$ cat src/rtl/mem_access_ctrl.sv
// mem_access_ctrl: sequences core load/store requests onto a single-ported
// synchronous data memory. Word stores write directly. Loads read, wait one
// cycle for the memory and return the word or an extended byte lane. Byte
// stores perform a read-modify-write of the containing word.
// Optional build macro: MEM_ACCESS_ALIGN_CHECK_EN rejects misaligned word
// accesses with rsp_err instead of touching memory.
module mem_access_ctrl #(
    parameter int ADDR_W = 10
) (
    input  logic              clk,
    input  logic              rst,
    input  logic              req_valid,
    output logic              req_ready,
    input  logic              req_we,
    input  logic              req_byte,
    input  logic              req_sext,
    input  logic [ADDR_W+1:0] req_addr,
    input  logic [31:0]       req_wdata,
    output logic              rsp_valid,
    output logic [31:0]       rsp_data,
    output logic              rsp_err,
    output logic              MEM_WrEn,
    output logic [ADDR_W-1:0] ALU_MEM_Addr,
    output logic [31:0]       MEM_DataIn,
    input  logic [31:0]       MEM_DataOut
);

    typedef enum logic [2:0] {
        IDLE  = 3'd0,
        READ  = 3'd1,
        WAIT  = 3'd2,
        WRITE = 3'd3,
        RESP  = 3'd4
    } state_t;

    state_t            state;
    state_t            state_next;

    logic              accept;
    logic              misaligned;
    logic              err_now;

    logic              we_q;
    logic              byte_q;
    logic              sext_q;
    logic [ADDR_W+1:0] addr_q;
    logic [31:0]       wdata_q;
    logic [31:0]       rdata_q;

    logic [7:0]        lane_byte;
    logic [31:0]       load_result;
    logic [31:0]       merged_word;

    assign accept = req_valid && req_ready;

`ifdef MEM_ACCESS_ALIGN_CHECK_EN
    logic err_q;

    assign misaligned = !req_byte && (req_addr[1:0] != 2'b00);

    // Remember whether the accepted request was a rejected misaligned word access
    always_ff @(posedge clk) begin
        if (rst) begin
            err_q <= 1'b0;
        end else if (accept) begin
            err_q <= misaligned;
        end
    end

    assign err_now = err_q;
`else
    assign misaligned = 1'b0;
    assign err_now    = 1'b0;
`endif

    // State register
    always_ff @(posedge clk) begin
        if (rst) begin
            state <= IDLE;
        end else begin
            state <= state_next;
        end
    end

    // Next-state selection: word stores skip the read, byte stores read first
    always_comb begin
        state_next = state;
        case (state)
            IDLE: begin
                if (accept) begin
                    if (misaligned) begin
                        state_next = RESP;
                    end else if (req_we && !req_byte) begin
                        state_next = WRITE;
                    end else begin
                        state_next = READ;
                    end
                end
            end
            READ:    state_next = WAIT;
            WAIT:    state_next = (we_q && byte_q) ? WRITE : RESP;
            WRITE:   state_next = RESP;
            RESP:    state_next = IDLE;
            default: state_next = IDLE;
        endcase
    end

    // Capture all request fields at acceptance so later input changes are ignored
    always_ff @(posedge clk) begin
        if (rst) begin
            we_q    <= 1'b0;
            byte_q  <= 1'b0;
            sext_q  <= 1'b0;
            addr_q  <= '0;
            wdata_q <= '0;
        end else if (accept) begin
            we_q    <= req_we;
            byte_q  <= req_byte;
            sext_q  <= req_sext;
            addr_q  <= req_addr;
            wdata_q <= req_wdata;
        end
    end

    // Memory read data is valid in WAIT, one cycle after the address in READ
    always_ff @(posedge clk) begin
        if (rst) begin
            rdata_q <= '0;
        end else if (state == WAIT) begin
            rdata_q <= MEM_DataOut;
        end
    end

    // Pick the addressed little-endian byte lane out of the captured word
    always_comb begin
        lane_byte = 8'h00;
        case (addr_q[1:0])
            2'd0:    lane_byte = rdata_q[7:0];
            2'd1:    lane_byte = rdata_q[15:8];
            2'd2:    lane_byte = rdata_q[23:16];
            2'd3:    lane_byte = rdata_q[31:24];
            default: lane_byte = 8'h00;
        endcase
    end

    // Load result: full word, or the lane sign/zero-extended
    always_comb begin
        load_result = rdata_q;
        if (byte_q) begin
            if (sext_q && lane_byte[7]) begin
                load_result = {24'hFF_FFFF, lane_byte};
            end else begin
                load_result = {24'h00_0000, lane_byte};
            end
        end
    end

    // Byte store merge: replace only the addressed lane of the captured word
    always_comb begin
        merged_word = rdata_q;
        case (addr_q[1:0])
            2'd0:    merged_word[7:0]   = wdata_q[7:0];
            2'd1:    merged_word[15:8]  = wdata_q[7:0];
            2'd2:    merged_word[23:16] = wdata_q[7:0];
            2'd3:    merged_word[31:24] = wdata_q[7:0];
            default: merged_word        = rdata_q;
        endcase
    end

    // Memory-side outputs are driven only in the states that use them
    always_comb begin
        MEM_WrEn     = 1'b0;
        ALU_MEM_Addr = '0;
        MEM_DataIn   = '0;
        case (state)
            READ, WAIT: begin
                ALU_MEM_Addr = addr_q[ADDR_W+1:2];
            end
            WRITE: begin
                MEM_WrEn     = 1'b1;
                ALU_MEM_Addr = addr_q[ADDR_W+1:2];
                MEM_DataIn   = byte_q ? merged_word : wdata_q;
            end
            default: begin
                MEM_WrEn     = 1'b0;
                ALU_MEM_Addr = '0;
                MEM_DataIn   = '0;
            end
        endcase
    end

    // Core-side handshake and response; data is zero for stores and rejected accesses
    always_comb begin
        req_ready = (state == IDLE);
        rsp_valid = (state == RESP);
        rsp_err   = 1'b0;
        rsp_data  = '0;
        if (state == RESP) begin
            rsp_err = err_now;
            if (!we_q && !err_now) begin
                rsp_data = load_result;
            end
        end
    end

endmodule

$ cat config.mk
export PLATFORM = sky130hd
export DESIGN_NAME = mem_access_ctrl
export DESIGN_NICKNAME = d
export VERILOG_FILES = /design/src/rtl/mem_access_ctrl.sv
export SDC_FILE = /design/constraint.sdc
export NUM_CORES = 1
export LEC_CHECK = 0
export ABC_AREA = 0
export CAP_MARGIN = 15
export CORE_MARGIN = 10
export CORE_UTILIZATION = 48
export CTS_CLUSTER_DIAMETER = 80
export CTS_CLUSTER_SIZE = 12
export DETAILED_ROUTE_END_ITERATION = 10
export PLACE_DENSITY_LB_ADDON = 0.05
export SETUP_SLACK_MARGIN = 0.2
export SLEW_MARGIN = 20
export SYNTH_ARGS = -nofsm -noshare
export SYNTH_HDL_FRONTEND = slang
export SYNTH_SLANG_ARGS = --single-unit
$ cat constraint.sdc
create_clock -name clk -period 4.2 [get_ports clk]
set_input_delay 0.84 -clock clk [delete_from_list [all_inputs] [get_ports clk]]
set_output_delay 0.84 -clock clk [all_outputs]
set_load 0.02 [all_outputs]
==> impl_metrics.json <==
{
  "powerDensity_nw_per_um2": 327,
  "cp-end-kind": "output port",
  "slew_violations": 0,
  "met3_usage_pct": 6.66,
  "worst_slew_pin_slew_ps": 1100,
  "hold_path_class": "reg2reg",
  "yosysTopAreaCellShare_pct": 38.1,
  "cp_data_required_time_ps": 3360,
  "outcome": "finished clean",
  "synth_edf_count": 0,
  "cp.arrival_ps": 2920,
  "met1_usage_pct": 25.8,
  "ys_types": 38,
  "cts_buffer_depth": 2,
  "switching_share_pct": 33.7,
  "criticalPathCategory": "reg2out",
  "cts_root_buffer": "clkbuf_8",
  "final_cell_area_sq_um": 5990,
  "yosysMostFrequentCell": "nand2_1",
  "worstHoldPathCells": 2,
  "yosys_warnings": 0,
  "busiest_layer": "met2",
  "period_needed_ps": 3760,
  "die_h_um": 115,
  "rrSetupSlack_ps": 2200,
  "final_hold_viol_count": 0,
  "drt_pass1_iterations": 6,
  "p_leak_nw": 1.93,
  "viasPerCell": 5.49,
  "place_hpwl_mm": 11.1,
  "drive_gt1_share_pct": 5.46,
  "std_cell_rows": 34,
  "yosysSeqAreaShare_pct": 38.1,
  "p_clk_share_pct": 26.6,
  "grt_pass1_vias": 4306,
  "start_util_pct": 49.4,
  "ys.flop_type": "dfxtp_1",
  "post_cts_buffers": 0,
  "fin_skew_ps": 8.56,
  "drtAntennaViolNets": 0,
  "critPathLaunch": "addr_q[0]$_SDFFE_PP0P_",
  "grt_pass1_wl_mm": 22.5,
  "cts_made_buffers": 9,
  "postSynthNetCount": 688,
  "wl_mm": 14.8,
  "clock_sinks": 82,
  "post_dp_cell_area_sq_um": 5820,
  "grt_max_degree": 81,
  "gr-total-overflow": 0,
  "power_switching_w": 0.000659,
  "chipWidth_um": 115,
  "crit_chain": "clkinv_1, o221ai_2, buf_4, a21oi_1, clkdlybuf4s50_1",
  "max_freq_ghz": 0.266,
  "synth_area_per_cell_sq_um": 7.10,
  "antenna_found_initial": 0,
  "rsz0062_at_grt": "no",
  "tritoncts": "built",
  "hold_start": "addr_q[3]$_SDFFE_PP0P_",
  "synth-seq-cells": 82,
  "period_share_pct": 89.6,
  "slew_headroom_pct": 26.8,
  "area_growth_pct": 39.2,
  "fin_nets": 810,
  "p_int_w": 0.00130,
  "drc": 0,
  "seq_power_share_pct": 48.8,
  "final_cells": 841,
  "worst_r2r_endpoint": "rdata_q[3]$_SDFFE_PP0P_",
  "dieArea_sq_um": 13200,
  "comb_power_share_pct": 24.5,
  "r2r_start": "state[0]$_SDFFE_PP0P_",
  "insertion_delay_ps": 360,
  "globalplace.congestion": 0.880,
  "synth_area_leaders": "dfxtp_1, nand2_1, a21oi_1, nand2b_1, a311oi_1",
  "hold_path_end": "addr_q[3]$_SDFFE_PP0P_",
  "synth_top_cell_by_area": "dfxtp_1",
  "final-setup-viol-count": 0,
  "wl_per_cell_um": 17.6,
  "io_pins": 160,
  "placed_cells": 825,
  "fin_tns_setup_ps": 0,
  "netlist_top_cells_count": "nand2_1, a21oi_1, dfxtp_1",
  "drt-initial-drc-count": 437,
  "grt_usage_pct": 21.1,
  "synth_area_sq_um": 4300,
  "io_buffers": 158,
  "crit_fanout": 17,
  "path_clk_slew_ps": 90,
  "async_flop_share_pct": 0,
  "cp_slowest_cell": "dfxtp_1",
  "startpoint_type": "register",
  "worst_path_largest_cell_delay_ps": 670,
  "synthCells": 606,
  "diodes": 0,
  "max-cap-violations": 0,
  "vdd_drop_max_mv": 0.212,
  "met2_usage_pct": 34.5,
  "vias": 4614,
  "coreArea_sq_um": 8720,
  "rr_worst_depth": 3,
  "htree_levels": 3
}
## worst max-delay path by stage
stage,endpoint,slack (ps),cells after the start
after floorplan,MEM_DataIn[23],1800,6
after global placement,MEM_DataIn[15],760,4
after detailed placement,rsp_data[12],660,5
after CTS,rsp_data[12],270,5
after global routing,rsp_data[8],270,4
final,rsp_data[17],440,5
## cell families after synthesis
family                 share of synthesized area (%)
DFF                                             38.1
muxes                                           3.95
other                                         0.0871
AOI/OAI and AO/OA                               22.0
buffers and inverters                           6.77
and+or+nand+nor                                 29.0
## power groups by stage
stage	Sequential, W	Clock (W)	Combinational (W)
2_1_floorplan	0.000910	0	0.000355
3_3_place_gp	0.000967	0	0.000469
3_5_place_dp	0.000970	0	0.000480
4_1_cts	0.000952	0.000528	0.000482
5_1_grt	0.000966	0.000558	0.000531
6_report	0.000956	0.000521	0.000480
## per-stage QoR
stage	setup WS (ps)	util [%]	power, W	hold slack [ps]
floorplan	1800	-	0.00127	432
global route	269	68.7	0.00206	479
finish	437	68.7	0.00196	453
global placement	764	66.5	0.00144	437
CTS	269	68.7	0.00196	456
detailed placement	658	66.7	0.00145	444
## registers in the layout, indices dropped and copies added (netlist names)
name / flops
addr_q: 12
byte_q: 1
rdata_q: 32
sext_q: 1
state: 3
wdata_q: 32
we_q: 1
## what timing repair did
item / 4_1_cts / 5_1_grt
endpoints found under the setup margin: 0 / 15
gates resized for setup: 0 / 2
hold buffers: 0 / 0
## area by class of cell
type / count / area (sq um)
repair buffers: 166 / 1640
flip-flops and latches: 82 / 1640
clock buffers: 12 / 145
inverters: 2 / 7.51
clock inverters: 4 / 27.5
well taps: 108 / 135
fillers: 773 / 2730
multi-input cells: 467 / 2390
## cell usage in the layout, fill, tap and decap left out, types with 2 or more instances in the layout
cell / n
nand2_1: 200
clkdlybuf4s50_1: 157
a21oi_1: 119
dfxtp_1: 80
nor2_1: 26
nand2b_1: 26
a311oi_1: 16
and2_1: 11
clkbuf_8: 10
nand3_1: 8
mux2i_1: 8
a211oi_1: 8
mux2_2: 8
o22ai_1: 8
o21ai_0: 8
buf_4: 7
clkinvlp_4: 3
nor3_1: 2
nand3b_1: 2
nor4b_4: 2
dfxtp_2: 2
clkbuf_1: 2
## layer usage
layer / vias up / part of all wire, %
met1: 2114 / 40
met5: - / 0
li1: 2285 / -
met2: 196 / 48
met3: 19 / 10
met4: 0 / 1.7
## critical path, delay by kind of cell, from the launching register on
family                 cells  cell delay, ps
flip-flops                 1             670
AO/OA/AOI/OAI              2             630
buffers and inverters      3            1260
(Power assumes the default switching activity.)
